[config.mk]
export PLATFORM = sky130hd
export DESIGN_NAME = orion_sync_mux
export DESIGN_NICKNAME = d
export VERILOG_FILES = /design/src/rtl/orion_sync_mux.sv
export SDC_FILE = /design/constraint.sdc
export NUM_CORES = 1
export LEC_CHECK = 0
export BUFFER_PORTS_ARGS = -buffer_cell sky130_fd_sc_hd__buf_2
export CAP_MARGIN = 20
export CORE_MARGIN = 5
export CORE_UTILIZATION = 35
export DETAILED_ROUTE_END_ITERATION = 6
export GPL_TIMING_DRIVEN = 0
export PLACE_DENSITY_LB_ADDON = 0.15
export SYNTH_ARGS = -nofsm -noshare
export SYNTH_HDL_FRONTEND = slang
export SYNTH_SLANG_ARGS = --single-unit
[constraint.sdc]
create_clock -name clk -period 1.59 [get_ports clk]
set_input_delay 0.2385 -clock clk [delete_from_list [all_inputs] [get_ports clk]]
set_output_delay 0.2385 -clock clk [all_outputs]
set_load 0.05 [all_outputs]
[src/rtl/orion_sync_mux.sv]
// orion_sync_mux: clocked two-input merge for 2-phase bundled-data channels.
// A select token chooses whether the B (sel=1) or C (sel=0) data token is
// forwarded onto output channel A. All incoming reqs/acks are synchronized
// before use; all outgoing handshake lines and the data word are registered.
module orion_sync_mux #(
   parameter int   WIDTH       = 1,
   parameter int   SYNC_STAGES = 2,
   parameter logic PA_INIT     = 1'b0,
   parameter logic PB_INIT     = 1'b0,
   parameter logic PC_INIT     = 1'b0,
   parameter logic PS_INIT     = 1'b0
) (
   input  logic             clk,
   input  logic             reset,
   input  logic             inSel_req,
   output logic             inSel_ack,
   input  logic             inSel_data,
   input  logic             inB_req,
   output logic             inB_ack,
   input  logic [WIDTH-1:0] inB_data,
   input  logic             inC_req,
   output logic             inC_ack,
   input  logic [WIDTH-1:0] inC_data,
   output logic             outA_req,
   input  logic             outA_ack,
   output logic [WIDTH-1:0] outA_data
);

   typedef enum logic {
      S_IDLE = 1'b0,
      S_WAIT = 1'b1
   } stateT;

   // Synchronizer chains; index 0 is the capture flop, the top index feeds logic
   logic [SYNC_STAGES-1:0] r_syncS;
   logic [SYNC_STAGES-1:0] r_syncB;
   logic [SYNC_STAGES-1:0] r_syncC;
   logic [SYNC_STAGES-1:0] r_syncA;

   logic w_sS;
   logic w_sB;
   logic w_sC;
   logic w_sA;

   // Registered state and outputs
   stateT            r_state;
   logic             r_sel;
   logic             r_outReq;
   logic             r_selAck;
   logic             r_bAck;
   logic             r_cAck;
   logic [WIDTH-1:0] r_outData;

   // Next-state values computed by the combinational FSM process
   stateT            w_stateNext;
   logic             w_selNext;
   logic             w_outReqNext;
   logic             w_selAckNext;
   logic             w_bAckNext;
   logic             w_cAckNext;
   logic [WIDTH-1:0] w_outDataNext;

   logic w_selPending;
   logic w_bPending;
   logic w_cPending;
   logic w_go;

   // Select request synchronizer; resets to the select ack's init so no token is seen
   always_ff @(posedge clk or posedge reset) begin
      if (reset) r_syncS <= {SYNC_STAGES{PS_INIT}};
      else       r_syncS <= {r_syncS[SYNC_STAGES-2:0], inSel_req};
   end

   // B request synchronizer; resets to the B ack's init so no token is seen
   always_ff @(posedge clk or posedge reset) begin
      if (reset) r_syncB <= {SYNC_STAGES{PB_INIT}};
      else       r_syncB <= {r_syncB[SYNC_STAGES-2:0], inB_req};
   end

   // C request synchronizer; resets to the C ack's init so no token is seen
   always_ff @(posedge clk or posedge reset) begin
      if (reset) r_syncC <= {SYNC_STAGES{PC_INIT}};
      else       r_syncC <= {r_syncC[SYNC_STAGES-2:0], inC_req};
   end

   // Output acknowledge synchronizer; resets to the A req's init so no ack is seen
   always_ff @(posedge clk or posedge reset) begin
      if (reset) r_syncA <= {SYNC_STAGES{PA_INIT}};
      else       r_syncA <= {r_syncA[SYNC_STAGES-2:0], outA_ack};
   end

   assign w_sS = r_syncS[SYNC_STAGES-1];
   assign w_sB = r_syncB[SYNC_STAGES-1];
   assign w_sC = r_syncC[SYNC_STAGES-1];
   assign w_sA = r_syncA[SYNC_STAGES-1];

   // A channel holds a token whenever its synchronized req differs from our ack.
   // Data is only looked at once the matching req token is visible, so the
   // bundled-data lines have long since settled.
   assign w_selPending = (w_sS != r_selAck);
   assign w_bPending   = (w_sB != r_bAck);
   assign w_cPending   = (w_sC != r_cAck);
   assign w_go         = w_selPending && (inSel_data ? w_bPending : w_cPending);

   // State and output registers; reset drops any in-flight token
   always_ff @(posedge clk or posedge reset) begin
      if (reset) begin
         r_state   <= S_IDLE;
         r_sel     <= 1'b0;
         r_outReq  <= PA_INIT;
         r_selAck  <= PS_INIT;
         r_bAck    <= PB_INIT;
         r_cAck    <= PC_INIT;
         r_outData <= '0;
      end else begin
         r_state   <= w_stateNext;
         r_sel     <= w_selNext;
         r_outReq  <= w_outReqNext;
         r_selAck  <= w_selAckNext;
         r_bAck    <= w_bAckNext;
         r_cAck    <= w_cAckNext;
         r_outData <= w_outDataNext;
      end
   end

   // Next-state logic: IDLE launches a token on A once select and the chosen
   // input are both pending; WAIT completes both input handshakes when A returns.
   // An A ack arriving in IDLE is a downstream error and is simply ignored.
   always_comb begin
      w_stateNext   = r_state;
      w_selNext     = r_sel;
      w_outReqNext  = r_outReq;
      w_selAckNext  = r_selAck;
      w_bAckNext    = r_bAck;
      w_cAckNext    = r_cAck;
      w_outDataNext = r_outData;
      case (r_state)
         S_IDLE: begin
            if (w_go) begin
               w_outDataNext = inSel_data ? inB_data : inC_data;
               w_outReqNext  = ~r_outReq;
               w_selNext     = inSel_data;
               w_stateNext   = S_WAIT;
            end
         end
         S_WAIT: begin
            if (w_sA == r_outReq) begin
               w_selAckNext = ~r_selAck;
               if (r_sel) w_bAckNext = ~r_bAck;
               else       w_cAckNext = ~r_cAck;
               w_stateNext  = S_IDLE;
            end
         end
         default: begin
            w_stateNext = S_IDLE;
         end
      endcase
   end

   assign outA_req  = r_outReq;
   assign inSel_ack = r_selAck;
   assign inB_ack   = r_bAck;
   assign inC_ack   = r_cAck;
   assign outA_data = r_outData;

endmodule

==> flow_metrics.py <==
metrics = {
    "sta": {
        "skew_ns": 0.00610,
        "max_slew_margin": 0.625,
        "final_max_slew_viol_count": 0,
        "worst_pin_slew_ns": 0.562,
        "fin_crit_sh": 0.979,
        "hold_slack_ns": -0.00850,
        "max_clock_freq_mhz": 642,
        "fin_ws_ns": 0.0335,
        "hold_viol_final": 9,
        "fin_crit_ns": 1.56,
        "setup_viol": 0,
    },
    "run": {
        "cap_violations": 0,
    },
    "cells_and_area": {
        "drive_above_1_share": 0.475,
        "final_design_area_no_fill_sq_um": 696,
        "area_growth_pct": 29.9,
        "final_common_cell": "buf_2",
        "stdcell_count": 75,
        "final_cell_mix": "buf_2, dfrtp_1, xnor2_1",
        "diodes": 0,
        "layout.nets": 69,
    },
    "routing": {
        "wl_per_cell_um": 11.7,
        "firstDrtPassIters": 4,
        "first_iter_violations": 4,
        "wl_um": 881,
        "post-route-drc-count": 0,
        "ant_nets": 0,
        "via_count": 331,
        "viasPerCell": 4.41,
    },
    "die": {
        "die_h_um": 49.1,
        "die_w_um": 49.1,
        "start_util": 0.364,
        "die-area_sq_um": 2410,
        "core_sq_um": 1470,
        "io-pin-count": 14,
        "rows": 14,
    },
    "clock_network": {
        "clockRootBuffer": "clkbuf_4",
        "insertion_delay_ns": 0.28,
        "htreeDepth": 1,
        "cts.clk_slew.worst_paths_ns": 0.09,
        "cts_tree": "built",
        "cts_buffers": 3,
        "postCtsHoldBufs": 0,
        "clkSinkCount": 15,
        "clockBufferDepth": 2,
    },
    "synthesis": {
        "synth_fp_nets": 47,
        "syn_avg_cell_area_sq_um": 14.1,
        "synthesis.area_sq_um": 536,
        "yosysSeqAreaShare": 0.701,
        "ys_warn_count": 0,
        "postSynthCellCount": 38,
        "ys_types": 12,
        "synth-seq-cells": 15,
    },
    "placed_design": {
        "dpl_cell_area_sq_um": 624,
        "dp_cells": 67,
        "dpl.hpwl_um": 602,
        "place_ws_ns": -0.0216,
        "place_congestion": 0.736,
        "portBuffers": 13,
    },
    "min_path": {
        "hold_class": "in -> async",
    },
    "power": {
        "power_density_nw_per_um2": 2120,
        "irDropWorstVdd_mv": 0.814,
        "power.leakage_nw": 0.331,
        "power_mw": 1.48,
    },
    "setup_path": {
        "path_cells": "xor2_2 -> nor2_1 -> or4_4 -> mux2_4",
        "critPathBufInv": 0,
        "slowest_stage": "or4_4",
        "required_ns": 1.76,
        "cp_max_fo": 3,
        "start_kind": "flop",
        "slowest_delay_ns": 0.49,
        "crit_family": "simple AND/OR/NAND/NOR gates",
        "path_class": "reg -> reg",
        "cp-end-kind": "flop",
        "worst-endpoint-arrival_ns": 1.72,
    },
    "global_routing": {
        "grt_pass1_wl_um": 1460,
        "antenna_found_initial": 0,
        "grt_max_degree": 16,
        "first_global_vias": 354,
        "grt_overflow": 0,
        "track_usage": 0.0774,
    },
    "outcome": {
        "violations": "negative hold slack",
        "status": "finished, violations left",
    },
}
power by group:
part | internal [mW] | leakage, nW | total (mW) | switching [mW]
Clock | 0.0973 | 0.0150 | 0.215 | 0.117
Combinational | 0.271 | 0.143 | 0.668 | 0.398
Sequential | 0.495 | 0.173 | 0.595 | 0.0999
Total | 0.863 | 0.331 | 1.48 | 0.615
worst reg2reg max path, stage by stage, from the launching register on:
cell and delay [ns]:
dfrtp_1 0.41, xor2_2 0.18, nor2_1 0.06, or4_4 0.49, mux2_4 0.31
through the flow:
step / util / hold WS, ns / TNS, ns
after global routing: 0.473 / 0.0370 / -0.00721
after CTS: 0.447 / 0.00799 / 0
after global placement: 0.424 / 0.315 / -0.0215
after floorplan: - / 0.140 / -0.103
final: 0.473 / -0.00850 / 0
after detailed placement: 0.424 / 0.315 / -0.0216
logic make-up after synthesis:
kind of cell	count (synthesis)	synth area share
AO/OA/AOI/OAI	3	0.0327
XOR/XNOR	8	0.131
buffers and inverters	3	0.0210
flip-flops	15	0.701
multiplexers	2	0.0491
AND/OR/NAND/NOR	7	0.0654
synthesized netlist by cell type:
| cell type | n | area (sq um) |
|---|---|---|
| nand3_1 | 1 | 5.00 |
| nor2_1 | 4 | 15.0 |
| a31oi_1 | 2 | 12.5 |
| xor2_1 | 3 | 26.3 |
| mux2_2 | 1 | 11.3 |
| dfrtp_1 | 15 | 375 |
| xnor2_1 | 5 | 43.8 |
| inv_1 | 3 | 11.3 |
| or4_4 | 1 | 11.3 |
| o21ai_0 | 1 | 5.00 |
| mux2_4 | 1 | 15.0 |
| nand2_1 | 1 | 3.75 |
per-layer routing:
layer | track usage | vias to the layer above | share of wire | wire, um
met5 | 0 | - | 0 | 0
met4 | 0.0538 | 0 | 0 | 0
met3 | 0.0275 | 0 | 0.092 | 81
met2 | 0.107 | 15 | 0.43 | 379
met1 | 0.0983 | 156 | 0.48 | 420
li1 | - | 160 | - | -
cell type report:
class / count / area (sq um)
inverters: 3 / 11.3
well taps: 16 / 20.0
repair buffers: 17 / 95.1
clock buffers: 4 / 26.3
fillers: 152 / 776
flip-flops and latches: 15 / 379
multi-input cells: 20 / 164
state kept, by name, summed over array words and instances, names as in the netlist:
register   flops
r_syncA        2
r_syncB        2
r_syncC        2
r_syncS        2
inB_ack        1
inC_ack        1
inSel_ack      1
outA_data      1
outA_req       1
r_sel          1
r_state        1
what timing repair did:
action	4_1_cts	5_1_grt
gates resized for setup	1	1
buffers inserted	0	4
setup endpoints to repair	1	1
pin swaps	0	3
path summary, 6_finish.rpt:
check,to,cells after the start,slack (ns),start
worst max-delay path,outA_data,4,0.03,r_syncB[1]
worst min-delay path,r_syncS[0],2,-0.009,reset
worst max register to register,outA_data,4,0.03,r_syncB[1]
worst min register to register,r_syncA[1],0,0.35,r_syncA[0]
max in group asynchronous,inSel_ack,2,1.20,reset
min in group clk,r_syncC[0],1,0.06,inC_req
(Power assumes the default switching activity.)
